**config.mk**
```make
export PLATFORM = sky130hd
export DESIGN_NAME = fadd_align
export DESIGN_NICKNAME = d
export VERILOG_FILES = /design/src/rtl/fadd_align.sv
export SDC_FILE = /design/constraint.sdc
export NUM_CORES = 1
export LEC_CHECK = 0
export ABC_CLOCK_PERIOD_IN_PS = 2500
export BUFFER_PORTS_ARGS = -buffer_cell sky130_fd_sc_hd__buf_2
export CAP_MARGIN = 20
export CORE_MARGIN = 1
export CORE_UTILIZATION = 52
export CTS_CLUSTER_DIAMETER = 50
export DETAILED_ROUTE_END_ITERATION = 7
export PLACE_DENSITY_LB_ADDON = 0.12
export SLEW_MARGIN = 0
export SYNTH_ARGS = -nofsm -noshare
export SYNTH_HDL_FRONTEND = slang
export SYNTH_SLANG_ARGS = --single-unit
```
**constraint.sdc**
```tcl
create_clock -name clk -period 2.5 [get_ports clk]
set_input_delay 0.5 -clock clk [delete_from_list [all_inputs] [get_ports clk]]
set_output_delay 0.5 -clock clk [all_outputs]
set_load 0.02 [all_outputs]
```
**src/rtl/fadd_align.sv**
```systemverilog
// Two-stage operand alignment front end for a single-precision adder.
// Optional special-value flags are built only when FADD_SPECIAL_EN is defined.
module fadd_align (
    input  logic        clk,
    input  logic        rst_n,
    input  logic        in_valid,
    output logic        in_ready,
    input  logic [31:0] in_a,
    input  logic [31:0] in_b,
    output logic        out_valid,
    input  logic        out_ready,
    output logic        out_sign,
    output logic        out_sub,
    output logic [7:0]  out_exp,
    output logic [26:0] out_mant_l,
    output logic [26:0] out_mant_s,
    output logic        out_nan,
    output logic        out_inf
);

    // Magnitude key {effective exp, hidden, frac}; denormals take exponent 1.
    function automatic logic [31:0] unpack_mag(input logic [31:0] f);
        if (f[30:23] == 8'd0) begin
            unpack_mag = {8'd1, 1'b0, f[22:0]};
        end else begin
            unpack_mag = {f[30:23], 1'b1, f[22:0]};
        end
    endfunction

    // Right shift with every lost bit folded into bit 0.
    function automatic logic [26:0] align_shift(input logic [23:0] m, input logic [7:0] d);
        logic [53:0] ext;
        ext = {m, 3'b000, 27'd0} >> d;
        if (d >= 8'd27) begin
            align_shift = {26'd0, |m};
        end else begin
            align_shift = {ext[53:28], ext[27] | (|ext[26:0])};
        end
    endfunction

    logic        s1_valid_q, s1_valid_d;
    logic        s1_sign_q, s1_sign_d;
    logic        s1_sub_q, s1_sub_d;
    logic [7:0]  s1_exp_q, s1_exp_d;
    logic [26:0] s1_mant_l_q, s1_mant_l_d;
    logic [23:0] s1_mant_s_q, s1_mant_s_d;
    logic [7:0]  s1_diff_q, s1_diff_d;
    logic        s1_nan_q, s1_nan_d;
    logic        s1_inf_q, s1_inf_d;

    logic        s2_valid_q, s2_valid_d;
    logic        s2_sign_q, s2_sign_d;
    logic        s2_sub_q, s2_sub_d;
    logic [7:0]  s2_exp_q, s2_exp_d;
    logic [26:0] s2_mant_l_q, s2_mant_l_d;
    logic [26:0] s2_mant_s_q, s2_mant_s_d;
    logic        s2_nan_q, s2_nan_d;
    logic        s2_inf_q, s2_inf_d;

    logic        s2_adv_s;
    logic        accept_s;
    logic [31:0] mag_a_s, mag_b_s, mag_l_s, mag_s_s;
    logic        a_big_s;
    logic        nan_s, inf_s;

    assign s2_adv_s = !s2_valid_q || out_ready;
    assign in_ready = !s1_valid_q || s2_adv_s;
    assign accept_s = in_valid && in_ready;

    assign mag_a_s = unpack_mag(in_a);
    assign mag_b_s = unpack_mag(in_b);
    assign a_big_s = (mag_a_s >= mag_b_s);
    assign mag_l_s = a_big_s ? mag_a_s : mag_b_s;
    assign mag_s_s = a_big_s ? mag_b_s : mag_a_s;

`ifdef FADD_SPECIAL_EN
    logic a_nan_s, b_nan_s, a_inf_s, b_inf_s;
    assign a_nan_s = (&in_a[30:23]) && (|in_a[22:0]);
    assign b_nan_s = (&in_b[30:23]) && (|in_b[22:0]);
    assign a_inf_s = (&in_a[30:23]) && !(|in_a[22:0]);
    assign b_inf_s = (&in_b[30:23]) && !(|in_b[22:0]);
    assign nan_s   = a_nan_s || b_nan_s || (a_inf_s && b_inf_s && (in_a[31] != in_b[31]));
    assign inf_s   = (a_inf_s || b_inf_s) && !nan_s;
`else
    assign nan_s = 1'b0;
    assign inf_s = 1'b0;
`endif

    // Stage 1 next state: unpack and swap on accept, otherwise hold or drain.
    always_comb begin
        s1_valid_d  = s1_valid_q;
        s1_sign_d   = s1_sign_q;
        s1_sub_d    = s1_sub_q;
        s1_exp_d    = s1_exp_q;
        s1_mant_l_d = s1_mant_l_q;
        s1_mant_s_d = s1_mant_s_q;
        s1_diff_d   = s1_diff_q;
        s1_nan_d    = s1_nan_q;
        s1_inf_d    = s1_inf_q;
        if (in_ready) begin
            s1_valid_d = in_valid;
        end else begin
            s1_valid_d = s1_valid_q;
        end
        if (accept_s) begin
            s1_sign_d   = a_big_s ? in_a[31] : in_b[31];
            s1_sub_d    = in_a[31] ^ in_b[31];
            s1_exp_d    = mag_l_s[31:24];
            s1_mant_l_d = {mag_l_s[23:0], 3'b000};
            s1_mant_s_d = mag_s_s[23:0];
            s1_diff_d   = mag_l_s[31:24] - mag_s_s[31:24];
            s1_nan_d    = nan_s;
            s1_inf_d    = inf_s;
        end else begin
            s1_diff_d   = s1_diff_q;
        end
    end

    // Stage 2 next state: shift the smaller mantissa whenever the stage advances.
    always_comb begin
        s2_valid_d  = s2_valid_q;
        s2_sign_d   = s2_sign_q;
        s2_sub_d    = s2_sub_q;
        s2_exp_d    = s2_exp_q;
        s2_mant_l_d = s2_mant_l_q;
        s2_mant_s_d = s2_mant_s_q;
        s2_nan_d    = s2_nan_q;
        s2_inf_d    = s2_inf_q;
        if (s2_adv_s) begin
            s2_valid_d = s1_valid_q;
        end else begin
            s2_valid_d = s2_valid_q;
        end
        if (s2_adv_s && s1_valid_q) begin
            s2_sign_d   = s1_sign_q;
            s2_sub_d    = s1_sub_q;
            s2_exp_d    = s1_exp_q;
            s2_mant_l_d = s1_mant_l_q;
            s2_mant_s_d = align_shift(s1_mant_s_q, s1_diff_q);
            s2_nan_d    = s1_nan_q;
            s2_inf_d    = s1_inf_q;
        end else begin
            s2_mant_s_d = s2_mant_s_q;
        end
    end

    // Pipeline registers for both stages.
    always_ff @(posedge clk or negedge rst_n) begin
        if (!rst_n) begin
            s1_valid_q  <= 1'b0;
            s1_sign_q   <= 1'b0;
            s1_sub_q    <= 1'b0;
            s1_exp_q    <= 8'd0;
            s1_mant_l_q <= 27'd0;
            s1_mant_s_q <= 24'd0;
            s1_diff_q   <= 8'd0;
            s1_nan_q    <= 1'b0;
            s1_inf_q    <= 1'b0;
            s2_valid_q  <= 1'b0;
            s2_sign_q   <= 1'b0;
            s2_sub_q    <= 1'b0;
            s2_exp_q    <= 8'd0;
            s2_mant_l_q <= 27'd0;
            s2_mant_s_q <= 27'd0;
            s2_nan_q    <= 1'b0;
            s2_inf_q    <= 1'b0;
        end else begin
            s1_valid_q  <= s1_valid_d;
            s1_sign_q   <= s1_sign_d;
            s1_sub_q    <= s1_sub_d;
            s1_exp_q    <= s1_exp_d;
            s1_mant_l_q <= s1_mant_l_d;
            s1_mant_s_q <= s1_mant_s_d;
            s1_diff_q   <= s1_diff_d;
            s1_nan_q    <= s1_nan_d;
            s1_inf_q    <= s1_inf_d;
            s2_valid_q  <= s2_valid_d;
            s2_sign_q   <= s2_sign_d;
            s2_sub_q    <= s2_sub_d;
            s2_exp_q    <= s2_exp_d;
            s2_mant_l_q <= s2_mant_l_d;
            s2_mant_s_q <= s2_mant_s_d;
            s2_nan_q    <= s2_nan_d;
            s2_inf_q    <= s2_inf_d;
        end
    end

    assign out_valid  = s2_valid_q;
    assign out_sign   = s2_sign_q;
    assign out_sub    = s2_sub_q;
    assign out_exp    = s2_exp_q;
    assign out_mant_l = s2_mant_l_q;
    assign out_mant_s = s2_mant_s_q;
    assign out_nan    = s2_nan_q;
    assign out_inf    = s2_inf_q;

endmodule

```
==> flow_metrics.env <==
export IMPL_setup_tns_ns=-69.38
export IMPL_finalNetCount=1352
export IMPL_synthDistinctLibCells=70
export IMPL_cts_buffer_depth=2
export IMPL_cp_end_kind="register"
export IMPL_critPathRequiredTime_ns=2.81
export IMPL_dp_hpwl_um=18810
export IMPL_final_common_cell="buf_4"
export IMPL_grt_max_degree=59
export IMPL_grt_pass1_wl_um=44930
export IMPL_layout_setup_ws_ns=-1.333
export IMPL_ys_warn_count=0
export IMPL_area_growth_pct=54.66
export IMPL_globalplace_congestion=0.9263
export IMPL_first_iter_violations=922
export IMPL_finalMaxSlewViolations=0
export IMPL_status="finished, violations left"
export IMPL_synth_edf_count=0
export IMPL_fp_dieW_um=127.9
export IMPL_ys_seq_elements=129
export IMPL_drtAntennaViolNets=0
export IMPL_violations="negative setup slack"
export IMPL_finalSetupViolations=66
export IMPL_ys_seq_area_share_pct=39.17
export IMPL_crit_type="input port to register"
export IMPL_num_fill_cells=846
export IMPL_timing_final_crit_share_pct=153.3
export IMPL_regArea_mm2=0.003229
export IMPL_antenna_found_initial=0
export IMPL_clock_fmax_mhz=260.9
export IMPL_hold_viol=0
export IMPL_multi_input_area_mm2=0.005539
export IMPL_ctsRootBufferMaster="clkbuf_16"
export IMPL_syn_inst=925
export IMPL_relSlewSlack_pct=66.86
export IMPL_clk_latency_ns=0.43
export IMPL_path_clk_slew_ns=0.06
export IMPL_num_vias=9090
export IMPL_place_area_mm2=0.01060
export IMPL_numCtsBuffers=17
export IMPL_tightest_slew_ns=0.4845
export IMPL_fp_coreArea_mm2=0.01531
export IMPL_dr_pass1_iters=6
export IMPL_fin_crit_ns=3.833
export IMPL_grt_pass1_vias=8583
export IMPL_rsz0062_at_grt="true"
export IMPL_grtUsageTotal_pct=36.06
export IMPL_peakVddDrop_mv=0.5996
export IMPL_layout_common_cells="buf_4 (195), dfrtp_1 (128), buf_2 (127)"
export IMPL_die_h_um=127.9
export IMPL_arrival_ns=4.14
export IMPL_hold_path_class="input port to register"
export IMPL_drc=0
export IMPL_netlist_area_mm2=0.008240
export IMPL_cts_tree="built"
export IMPL_syn_area_per_cell_um2=8.909
export IMPL_start_kind="input port"
export IMPL_antennaDiodeCount=0
export IMPL_start_util_pct=53.81
export IMPL_ios=136
export IMPL_finClkSkew_ns=0.01415
export IMPL_portBuffers=130
export IMPL_worstPathMaxFanout=3
export IMPL_p_leak_nw=5.952
export IMPL_cts_max_level=4
export IMPL_powerDensity_mw_per_mm2=814.5
export IMPL_vias_per_cell=6.163
export IMPL_die_area_mm2=0.01635
export IMPL_cts_sink_count=129
export IMPL_synthArstFlopShare_pct=100.0
export IMPL_fin_area_mm2=0.01274
export IMPL_post_drt_wl_per_cell_um=22.01
export IMPL_grt_overflow=0
export IMPL_synthFlopType="dfrtp_1"
export IMPL_maxCapViolations=0
export IMPL_routed_wl_um=32460
export IMPL_drive_above_1_share_pct=47.71
export IMPL_rows=45
[cells in the mapped netlist, types with 14 or more instances]
library cell | instances | share of area, %
dfrtp_1 | 129 | 39
nand2_1 | 114 | 5.2
o21ai_0 | 103 | 6.3
nor2_1 | 77 | 3.5
a21oi_1 | 65 | 3.9
mux2i_1 | 60 | 7.3
clkbuf_1 | 44 | 2.0
mux2_2 | 43 | 5.9
inv_1 | 40 | 1.8
ha_1 | 32 | 4.9
nor3_1 | 23 | 1.4
buf_2 | 14 | 0.85
[report_power, final]
part | switching [W] | total (W) | internal [W]
combinational | 0.00264 | 0.00498 | 0.00234
clock | 0.00102 | 0.00260 | 0.00158
sequential | 0.000318 | 0.00280 | 0.00249
[timing repair]
item                                   CTS  global route
gates cloned                             7             1
buffers inserted                        27            27
gates resized for setup                179           107
endpoints found under the hold margin   36             0
setup endpoints to repair               67            81
hold buffers                             1             0
pin swaps                               33            48
[area by class of cell]
cell class | count | share of cell area (%)
flip-flops and latches | 129 | 25.34
multi-input cells | 689 | 43.46
clock buffers | 21 | 3.770
well taps | 211 | 2.071
inverters | 41 | 1.208
clock inverters | 10 | 0.9916
repair buffers | 374 | 23.16
[worst paths after layout]
| path | slack [ns] | cells past startpoint | start | end |
|---|---|---|---|---|
| worst min register to register | 0.48 | 2 | out_mant_s[6] | out_mant_s[6] |
| worst max register to register | -0.24 | 11 | s1_diff_q[0] | out_mant_s[0] |
| min in group asynchronous | 0.54 | 2 | rst_n | s1_mant_s_q[7] |
| worst max-delay path | -1.33 | 16 | in_b[26] | s1_diff_q[7] |
| worst min-delay path | 0.37 | 3 | in_b[1] | s1_mant_s_q[1] |
| max in group asynchronous | 1.36 | 3 | rst_n | s1_exp_q[3] |
[metal layers]
metal  vias to the layer above  share of wire [%]  global-route usage [%]  wire (um)
li1                       3980                  -                       -          -
met1                      4343                 38                   43.16      12180
met2                       577                 47                   59.40      15330
met3                       190                7.3                   6.260       2381
met4                         0                7.9                   24.91       2573
met5                         -                  0                       0          0
[state kept, by name, indices dropped and copies added, names as in the netlist]
name	count
s1_sign_q	1
out_exp	8
s1_valid_q	1
out_sub	1
s1_exp_q	8
s1_diff_q	8
out_valid	1
s1_mant_l_q	24
out_mant_l	24
out_mant_s	27
s1_mant_s_q	24
out_sign	1
s1_sub_q	1
[critical path, cell delays in order]
cell and delay (ns):
buf_6 0.09, or4_4 0.54, o41ai_4 0.35, inv_2 0.10, ha_4 0.28, nand4_1 0.16
nor4_4 0.40, nand4_1 0.25, a31oi_4 0.26, buf_6 0.15, o21ai_2 0.09, o22ai_4 0.18
a22oi_2 0.14, buf_4 0.16, a31oi_4 0.11, or3b_1 0.36
[stage by stage]
step / worst slack [ns] / std cells / utilization (%) / power, W / hold WS [ns]
floorplan: -1.264 / 929 / - / 0.004960 / 0.2044
global placement: -1.444 / 1391 / 69.18 / 0.006648 / 0.4294
detailed placement: -1.550 / 1391 / 69.18 / 0.006688 / 0.4264
CTS: -1.036 / 1456 / 79.43 / 0.009830 / 0.3639
global route: -1.446 / 1475 / 83.22 / 0.01076 / 0.3824
finish: -1.333 / 1475 / 83.22 / 0.01038 / 0.3705
[cells by family after synthesis]
| logic type | count (synthesis) | synth area share (%) |
|---|---|---|
| xor+xnor | 5 | 0.5315 |
| compound gates | 251 | 18.83 |
| buf+inv | 111 | 5.542 |
| other cells | 1 | 0.04551 |
| simple gates | 286 | 15.94 |
| flops | 129 | 39.17 |
| fa+ha+maj | 32 | 4.859 |
| mux | 110 | 15.08 |
(Power assumes the default switching activity.)
